**config.mk**
```make
export PLATFORM = sky130hd
export DESIGN_NAME = i2c_target_regfile
export DESIGN_NICKNAME = d
export VERILOG_FILES = /design/src/rtl/i2c_target_regfile.sv
export SDC_FILE = /design/constraint.sdc
export NUM_CORES = 1
export LEC_CHECK = 0
export ABC_AREA = 0
export CELL_PAD_IN_SITES_DETAIL_PLACEMENT = 2
export CELL_PAD_IN_SITES_GLOBAL_PLACEMENT = 2
export CORE_MARGIN = 2
export CORE_UTILIZATION = 36
export CTS_CLUSTER_DIAMETER = 50
export DETAILED_ROUTE_END_ITERATION = 6
export GPL_ROUTABILITY_DRIVEN = 0
export PLACE_DENSITY_LB_ADDON = 0.1
export SETUP_SLACK_MARGIN = 0.05
export SYNTH_ARGS = -nofsm -noshare
export SYNTH_HDL_FRONTEND = slang
export SYNTH_SLANG_ARGS = --single-unit
```
**constraint.sdc**
```tcl
create_clock -name clk -period 2.1 [get_ports clk]
set_clock_uncertainty 0.1 [all_clocks]
set_input_delay 0.42 -clock clk [delete_from_list [all_inputs] [get_ports clk]]
set_output_delay 0.42 -clock clk [all_outputs]
set_load 0.03 [all_outputs]
```
**src/rtl/i2c_target_regfile.sv**
```systemverilog
// I2C target with a REG_DEPTH x 8 register file, pointer byte, auto-increment and local side port.
// Optional SCL-low bus timeout is compiled in when I2C_TIMEOUT_EN is defined.
`timescale 1ns/1ps
module i2c_target_regfile #(
    parameter logic [6:0]  DEVICE_ADDR    = 7'h2A,
    parameter int unsigned REG_DEPTH      = 8,
    parameter int unsigned SYNC_STAGES    = 2,
    parameter int unsigned TIMEOUT_CYCLES = 1024
) (
    input  logic                         clk,
    input  logic                         reset,
    input  logic                         scl_in,
    input  logic                         sda_in,
    output logic                         sda_oe,
    input  logic                         local_wr_en,
    input  logic [$clog2(REG_DEPTH)-1:0] local_addr,
    input  logic [7:0]                   local_wr_data,
    output logic [7:0]                   local_rd_data,
    output logic                         busy,
    output logic                         wr_strobe,
    output logic [$clog2(REG_DEPTH)-1:0] wr_index
);
    localparam int unsigned PW = $clog2(REG_DEPTH);

    if (REG_DEPTH < 2 || REG_DEPTH > 16 || (REG_DEPTH & (REG_DEPTH - 1)) != 0) begin : g_bad_depth
        $error("REG_DEPTH must be a power of two in 2..16");
    end
    if (SYNC_STAGES < 2) begin : g_bad_sync
        $error("SYNC_STAGES must be at least 2");
    end
    if (TIMEOUT_CYCLES < 1) begin : g_bad_timeout
        $error("TIMEOUT_CYCLES must be at least 1");
    end

    typedef enum logic [3:0] {
        StIdle, StAddr, StAddrAck, StPtr, StPtrAck, StWdata, StWdataAck, StRdata, StRdataAck
    } state_e;

    logic [SYNC_STAGES-1:0] scl_sync_q, sda_sync_q;
    logic                   scl_prev_q, sda_prev_q;
    logic                   scl_s, sda_s, scl_rise, scl_fall, start_det, stop_det, timeout;

    state_e        state_q, state_d;
    logic [3:0]    bit_cnt_q, bit_cnt_d;
    logic [7:0]    shift_q, shift_d, tx_q, tx_d, rx_byte;
    logic [PW-1:0] ptr_q, ptr_d, reg_idx, wr_index_q;
    logic          sda_oe_q, sda_oe_d, busy_q, busy_d, rd_nack_q, rd_nack_d;
    logic          reg_we, wr_strobe_q;
    logic [7:0]    regs_q [REG_DEPTH];

    // Synchronisers reset to 1 so the idle bus shows no spurious edges.
    always_ff @(posedge clk or negedge reset) begin
        if (!reset) begin
            scl_sync_q <= '1;
            sda_sync_q <= '1;
            scl_prev_q <= 1'b1;
            sda_prev_q <= 1'b1;
        end else begin
            scl_sync_q <= {scl_sync_q[SYNC_STAGES-2:0], scl_in};
            sda_sync_q <= {sda_sync_q[SYNC_STAGES-2:0], sda_in};
            scl_prev_q <= scl_s;
            sda_prev_q <= sda_s;
        end
    end

    assign scl_s     = scl_sync_q[SYNC_STAGES-1];
    assign sda_s     = sda_sync_q[SYNC_STAGES-1];
    assign scl_rise  = scl_s & ~scl_prev_q;
    assign scl_fall  = ~scl_s & scl_prev_q;
    assign start_det = scl_s & scl_prev_q & sda_prev_q & ~sda_s;
    assign stop_det  = scl_s & scl_prev_q & ~sda_prev_q & sda_s;
    assign rx_byte   = {shift_q[6:0], sda_s};

`ifdef I2C_TIMEOUT_EN
    localparam int unsigned TW = $clog2(TIMEOUT_CYCLES + 1);
    logic [TW-1:0] to_cnt_q;

    always_ff @(posedge clk or negedge reset) begin
        if (!reset) begin
            to_cnt_q <= '0;
        end else if (state_q == StIdle || scl_s) begin
            to_cnt_q <= '0;
        end else if (!timeout) begin
            to_cnt_q <= to_cnt_q + 1'b1;
        end
    end

    assign timeout = (state_q != StIdle) && !scl_s && (to_cnt_q == TW'(TIMEOUT_CYCLES));
`else
    assign timeout = 1'b0;
`endif

    always_comb begin
        state_d   = state_q;
        bit_cnt_d = bit_cnt_q;
        shift_d   = shift_q;
        tx_d      = tx_q;
        ptr_d     = ptr_q;
        sda_oe_d  = sda_oe_q;
        busy_d    = busy_q;
        rd_nack_d = rd_nack_q;
        reg_we    = 1'b0;
        reg_idx   = ptr_q;
        if (stop_det || timeout) begin
            state_d  = StIdle;
            sda_oe_d = 1'b0;
            busy_d   = 1'b0;
        end else if (start_det) begin
            state_d   = StAddr;
            bit_cnt_d = 4'd0;
            sda_oe_d  = 1'b0;
        end else begin
            case (state_q)
                StIdle: ;
                StAddr, StPtr, StWdata: begin
                    if (scl_rise) begin
                        shift_d   = rx_byte;
                        bit_cnt_d = bit_cnt_q + 4'd1;
                        if (bit_cnt_q == 4'd7 && state_q == StPtr) begin
                            ptr_d = rx_byte[PW-1:0];
                        end
                        if (bit_cnt_q == 4'd7 && state_q == StWdata) begin
                            reg_we = 1'b1;
                            ptr_d  = ptr_q + PW'(1);
                        end
                    end else if (scl_fall && bit_cnt_q == 4'd8) begin
                        sda_oe_d = 1'b1;
                        if (state_q == StPtr) begin
                            state_d = StPtrAck;
                        end else if (state_q == StWdata) begin
                            state_d = StWdataAck;
                        end else if (shift_q[7:1] == DEVICE_ADDR) begin
                            busy_d  = 1'b1;
                            state_d = StAddrAck;
                        end else begin
                            sda_oe_d = 1'b0;
                            busy_d   = 1'b0;
                            state_d  = StIdle;
                        end
                    end
                end
                StAddrAck: begin
                    if (scl_fall) begin
                        bit_cnt_d = 4'd0;
                        if (shift_q[0]) begin
                            tx_d     = regs_q[ptr_q];
                            sda_oe_d = ~regs_q[ptr_q][7];
                            state_d  = StRdata;
                        end else begin
                            sda_oe_d = 1'b0;
                            state_d  = StPtr;
                        end
                    end
                end
                StPtrAck, StWdataAck: begin
                    if (scl_fall) begin
                        sda_oe_d  = 1'b0;
                        bit_cnt_d = 4'd0;
                        state_d   = StWdata;
                    end
                end
                StRdata: begin
                    if (scl_rise) begin
                        bit_cnt_d = bit_cnt_q + 4'd1;
                    end else if (scl_fall && bit_cnt_q == 4'd8) begin
                        sda_oe_d  = 1'b0;
                        ptr_d     = ptr_q + PW'(1);
                        rd_nack_d = 1'b0;
                        state_d   = StRdataAck;
                    end else if (scl_fall) begin
                        tx_d     = {tx_q[6:0], 1'b0};
                        sda_oe_d = ~tx_q[6];
                    end
                end
                StRdataAck: begin
                    // A NACK is sticky: further clocks are ignored until STOP/START.
                    if (scl_rise) begin
                        rd_nack_d = rd_nack_q | sda_s;
                    end else if (scl_fall && !rd_nack_q) begin
                        tx_d      = regs_q[ptr_q];
                        sda_oe_d  = ~regs_q[ptr_q][7];
                        bit_cnt_d = 4'd0;
                        state_d   = StRdata;
                    end
                end
                default: state_d = StIdle;
            endcase
        end
    end

    always_ff @(posedge clk or negedge reset) begin
        if (!reset) begin
            state_q     <= StIdle;
            bit_cnt_q   <= 4'd0;
            shift_q     <= 8'h00;
            tx_q        <= 8'h00;
            ptr_q       <= '0;
            sda_oe_q    <= 1'b0;
            busy_q      <= 1'b0;
            rd_nack_q   <= 1'b0;
            wr_strobe_q <= 1'b0;
            wr_index_q  <= '0;
        end else begin
            state_q     <= state_d;
            bit_cnt_q   <= bit_cnt_d;
            shift_q     <= shift_d;
            tx_q        <= tx_d;
            ptr_q       <= ptr_d;
            sda_oe_q    <= sda_oe_d;
            busy_q      <= busy_d;
            rd_nack_q   <= rd_nack_d;
            wr_strobe_q <= reg_we;
            if (reg_we) begin
                wr_index_q <= reg_idx;
            end
        end
    end

    // The I2C write is issued last so it wins a same-register collision.
    always_ff @(posedge clk or negedge reset) begin
        if (!reset) begin
            for (int unsigned i = 0; i < REG_DEPTH; i++) begin
                regs_q[i] <= 8'h00;
            end
        end else begin
            if (local_wr_en) begin
                regs_q[local_addr] <= local_wr_data;
            end
            if (reg_we) begin
                regs_q[reg_idx] <= rx_byte;
            end
        end
    end

    assign sda_oe        = sda_oe_q;
    assign busy          = busy_q;
    assign wr_strobe     = wr_strobe_q;
    assign wr_index      = wr_index_q;
    assign local_rd_data = regs_q[local_addr];

endmodule
```
* Word level (Yosys, flattened, before mapping)
Cells that the tools add are included.
** Cells by class
- Add/subtract/negate cells :: 2
- Eq/ne operators :: 40
- Bitwise operators :: 18
- Mux-type cells :: 81
- Reduce and logical (&&, ||, !) cells :: 27
- Order comparisons :: 4
** Operators by type and width (count)
- bitwise mux 64 bit :: 2
- 2-to-1 mux 64 bit :: 2
- 2-to-1 mux 4 bit :: 15
- 2-to-1 mux 7 bit :: 7
- binary-select mux 8 bit (select 3 bit) :: 2
- demux 8 bit (select 3 bit) :: 2
- 2-to-1 mux 8 bit :: 6
- inequality test 4 bit, second input constant :: 8
- 2-to-1 mux 1 bit :: 30
- 2-to-1 mux 3 bit :: 8
- inequality test 2 bit, second input constant :: 12
- one-hot mux 4 bit (6 select lines) :: 1
- one-hot mux 7 bit (3 select lines) :: 1
- equality test 4 x 3 -> 1 bit, second input constant :: 5
- AND reduction 6 bit :: 3
- AND reduction 9 bit :: 2
- inequality test 3 bit, second input constant :: 4
- one-hot mux 4 bit (3 select lines) :: 1
- AND reduction 10 bit :: 1
- equality test 4 x 2 -> 1 bit, second input constant :: 2
- equality test 4 bit, second input constant :: 2
- >= comparator 4 bit, second input constant :: 2
- less-than comparator 4 x 1 -> 1 bit, second input constant :: 2
- NOT 1 bit :: 8
- other kinds (26) :: 44
** Word-level totals
- Bits in registers :: 103
- Output and inout bits :: 14
- Input port bits :: 16
- Word-level logic and storage cells :: 194

* Logic depth before layout (Yosys ltp)
Gate-level depths: netlist (run 1).
- Depth in word-level cells :: 10
- Depth in mapped cells :: 9
- Depth with buffers taken out :: 6

* Worst setup path before layout (run 1)
No wires, ideal clock.
- Path type :: input-to-output
- Start point :: in local_addr[0]
- End point :: out local_rd_data[0]
- Cell stages on the path :: 5
- Setup slack :: -226 ps
- Arrival time :: 1806 ps
- Path buffers :: 3
- Required time :: 1580 ps
- Path through :: clkbuf_1 buf_2 clkbuf_1 a31oi_1 o221ai_1
** Between the ends
- Cells in the longest elaborated chain, start to end :: 4
** Ends and longest elaborated chain
- start: declaration :: RTL line 16 : input logic [$clog2(REG_DEPTH)-1:0] local_addr,
- NOT 3 -> 4 bit (not written as such) :: RTL line 239 : assign local_rd_data = regs_q[local_addr];
- binary-select mux 8 bit (select 3 bit) :: RTL line 239
- 2-to-1 mux 8 bit (not written as such) (2 in a row) :: RTL line 239
- end: declaration :: RTL line 18 : output logic [7:0] local_rd_data,
No other way between the ends. The select of a mux whose other input is x is not followed.

* Worst setup path in the final report (run 1)
- Start point :: reg regs_q[62] (netlist bit)
- End point :: out local_rd_data[6]
** Between the ends
- Cells in the longest elaborated chain, start to end :: 3
** Ends and longest elaborated chain
- start: declaration :: RTL line 49 : logic [7:0] regs_q [REG_DEPTH];
- start signal: indexed assignment :: RTL line 227 : regs_q[local_addr] <= local_wr_data;
- start signal: indexed assignment :: RTL line 230 : regs_q[reg_idx] <= rx_byte;
- binary-select mux 8 bit (select 3 bit) :: RTL line 239
- 2-to-1 mux 8 bit (not written as such) (2 in a row) :: RTL line 239
No other way between the ends. The select of a mux whose other input is x is not followed.

==> summary.md, run 1 <==
| Metric | Value |
|---|---|
| Status | `complete, but fails checks` |
| Failing checks | `setup timing` |
| CTS tree | `done` |
| Yosys reg bits | `103` |
| Root buf cell | `clkbuf_16` |
| Pwr/cell area | `704.3 nW/um^2` |
| LEAKAGE | `3.955 nW` |
| First-pass GRT wire length | `38.78 mm` |
| Die area | `18680 sq um` |
| VDD IR-drop max | `456.8 uV` |
| Hold Path Stages | `0` |
| Height of the die | `136.7 um` |
| Syn-to-layout area delta | `44.94%` |
| Synth Instances | `633` |
| CTS Sinks | `103` |
| GRT Total Usage | `28.29%` |
| H-tree depth | `3` |
| Max_slew headroom | `62.15%` |
| Post-synth EDFFs | `0` |
| Row count | `48` |
| Num CTS Buffers | `9` |
| Worst hold path class | `reg2reg` |
| Slowest cell delay on critical path | `0.49 ns` |
| Combinational family with the most area after synthesis | `multiplexers` |
| Layout cells sized above 1 | `46.54%` |
| Max Cap Viol | `0` |
| Slowest-stage cell, CP | `mux4_2` |
| Critical-path cell list | `mux4_2, mux2_4, buf_6` |
| Drt wl/cell | `30.99 um` |
| Mux cell area share after synthesis | `25.07%` |
| Netlist cell types | `59` |
| Area leader, netlist | `dfrtp_1` |
| Antenna-violating nets left | `0` |
| Syn nets | `652` |
| Max Clk Rate | `448.3 MHz` |
| Initial Util | `36.77%` |
| CP endpoint kind | `output pin` |
| Port Buffers | `29` |
| Largest net degree at the start of global routing | `60` |
| Final non-filler cell area | `9185 sq um` |
| Vias per inst | `6.091` |
| Commonest cells after routing, fill and taps aside | `buf_4, dfrtp_1, mux2i_1, nand2_1, a21oi_1` |
| Dpl ws | `-0.8365 ns` |
| Synth Area in Adders | `0.5923%` |
| Placeable core region | `17240 sq um` |
| CP Data Required Time | `1.58 ns` |
| Crit Path Max Fanout | `3` |
| Critical path depth in cells | `3` |
| Setup Viol. Count Final | `26` |
| RSZ-0062 raised after global routing | `true` |
| First-pass detailed-route iteration total | `4` |
| Initial DRC Count | `329` |
| Compound-Gate Fraction of Synth Area | `14.67%` |
| Worst Tran Pin Value | `0.5678 ns` |
| Final setup margin | `-0.1305 ns` |
| Final hold violations | `0` |
| Mapped cell area | `6337 sq um` |
| Non-Filler Instances | `990` |
| Async S/R FF share, synth | `100.0%` |
| Crit Path Class | `reg2out` |
| Synth top area cells | `dfrtp_1, mux2i_1, mux4_2` |
| Grt total ovfl | `0` |
| Tcrit/Tclk final | `106.2%` |
| Most common cell after layout, fill and taps aside | `buf_4` |
| Top FF cell, synth | `dfrtp_1` |
| Comb pwr share | `30.1%` |
| DP Area | `7492 sq um` |
| NetSw | `2.229 mW` |
| Top delay family on crit path | `multiplexers` |
| Worst path bufs/invs | `1` |
| Initial antenna violation count | `0` |
| Xor and xnor area share after synthesis | `0.2764%` |
| Simple-Gate Fraction of Synth Area | `13.37%` |
| Slew Viols, Final | `0` |
| Top cell type's share of synthesized area | `38.30%` |
| Seq/Total Area, Yosys | `40.79%` |
| Layout Utilization | `53.29%` |
| Sw Ratio | `34.46%` |
| Clock latency on the worst-skew pair | `0.37 ns` |
| Nets | `779` |
| Final WL | `30.68 mm` |
| Clock power share | `29.4%` |
| Clk buf depth | `2` |
| Syn Area/Cell | `10.01 sq um` |
| Drc violations | `0` |
| CTS clk-pin slew, worst paths | `0.08 ns` |
| Sequential Power Share | `40.5%` |
| Cells after DPL | `911` |
| Vias in the first global route | `6350` |
| DPL Wire Length | `16.28 mm` |
| Via count | `6030` |
| Number of diodes | `0` |
| Die Wd | `136.7 um` |
| Io pins | `30` |
| Cell-internal power | `4.239 mW` |
| Critical path data arrival time | `1.71 ns` |
| Crit path launch type | `flop` |
| Final worst path period need | `2.231 ns` |
| Number of synthesis warnings | `0` |
| Reg2reg path depth | `8` |
| Fillers | `1646` |
power groups by stage:
stage / registers (mW) / logic, mW / clock network, mW
detailed placement: 2.60 / 1.40 / 0
CTS: 2.56 / 1.60 / 1.90
floorplan: 2.48 / 0.883 / 0
finish: 2.62 / 1.95 / 1.90
global placement: 2.58 / 1.32 / 0
global route: 2.63 / 2.05 / 2.00
Yosys cell counts, drive strengths merged (4+ instances only):
cell type	number
buf	39
nand2	48
dfrtp	97
nor2b	7
o31ai	6
nor2	60
nand3b	5
mux2	32
mux4	15
dfstp	6
o221ai	4
o21ai	44
inv	9
a22oi	7
nor3b	4
nand3	12
clkbuf	27
a221oi	5
mux2i	86
nand2b	4
a31oi	10
a21oi	49
cell families after synthesis:
| group | Yosys count |
|---|---|
| adders and majority gates | 3 |
| DFF | 103 |
| muxes | 133 |
| AOI/OAI and AO/OA | 150 |
| and+or+nand+nor | 167 |
| buffers and inverters | 75 |
| xor gates and xnor gates | 2 |
worst paths after layout:
path	startpoint	to	slack, ns
setup / recovery	regs_q[62]$_DFF_PN0_	local_rd_data[6]	-0.13
hold / removal	scl_sync_q[0]$_DFF_PN1_	scl_sync_q[1]$_DFF_PN1_	0.27
setup reg to reg	scl_sync_q[1]$_DFF_PN1_	regs_q[55]$_DFF_PN0_	-0.05
hold reg to reg	scl_sync_q[0]$_DFF_PN1_	scl_sync_q[1]$_DFF_PN1_	0.27
max in group asynchronous	reset	sda_sync_q[0]$_DFF_PN1_	0.85
min in group asynchronous	reset	state_q[0]$_DFFE_PN0P_	0.39
metrics by stage:
step                      hold WS (ns)  TNS (ns)  power, mW
final                           0.2678   -0.9562      6.469
after CTS                       0.2631   -0.1426      6.059
after global placement          0.2454    -18.53      3.906
after detailed placement        0.2449    -24.24      4.001
after floorplan                0.02441         0      3.368
after global routing            0.2731    -2.753      6.686
what timing repair did:
action	in CTS	in global routing
gates resized for setup	88	151
endpoints found under the hold margin	19	0
pin swaps	17	30
setup endpoints to repair	91	87
gates cloned	0	7
setup buffers	32	24
hold buffers	1	0
sequential cells by signal, summed over array words and instances, names as in the netlist:
signal / flops
bit_cnt_q: 4
busy: 1
ptr_q: 3
rd_nack_q: 1
regs_q: 64
scl_prev_q: 1
scl_sync_q: 2
sda_oe: 1
sda_prev_q: 1
sda_sync_q: 2
shift_q: 8
state_q: 4
tx_q: 7
wr_index: 3
wr_strobe: 1
final cells by class:
class | count | area [sq um] | area share (%)
multi-input combinational | 455 | 4091 | 44.54
clock buffer | 13 | 270.3 | 2.942
clock inverter | 3 | 47.55 | 0.5176
sequential | 103 | 2590 | 28.20
inverter | 9 | 33.78 | 0.3678
timing repair buffer | 182 | 1871 | 20.37
tap | 225 | 281.5 | 3.065
layer usage:
metal	vias up	global-route usage, %	share of wire, %
li1	2560	-	-
met1	3203	35.18	41
met2	196	48.81	51
met3	71	4.778	3.9
met4	0	11.23	4.0
met5	-	0	0
No activity file was read; power rests on OpenSTA's default activity.
==> run 2, diff against run 1 <==
--- a/config.mk
+++ b/config.mk
@@ -15,6 +15,7 @@
 export GPL_ROUTABILITY_DRIVEN = 0
 export PLACE_DENSITY_LB_ADDON = 0.1
 export SETUP_SLACK_MARGIN = 0.05
+export SLEW_MARGIN = 0
 export SYNTH_ARGS = -nofsm -noshare
 export SYNTH_HDL_FRONTEND = slang
 export SYNTH_SLANG_ARGS = --single-unit
==> results of run 2 <==
Final layout, timing and power as in run 1 (identical DEF).
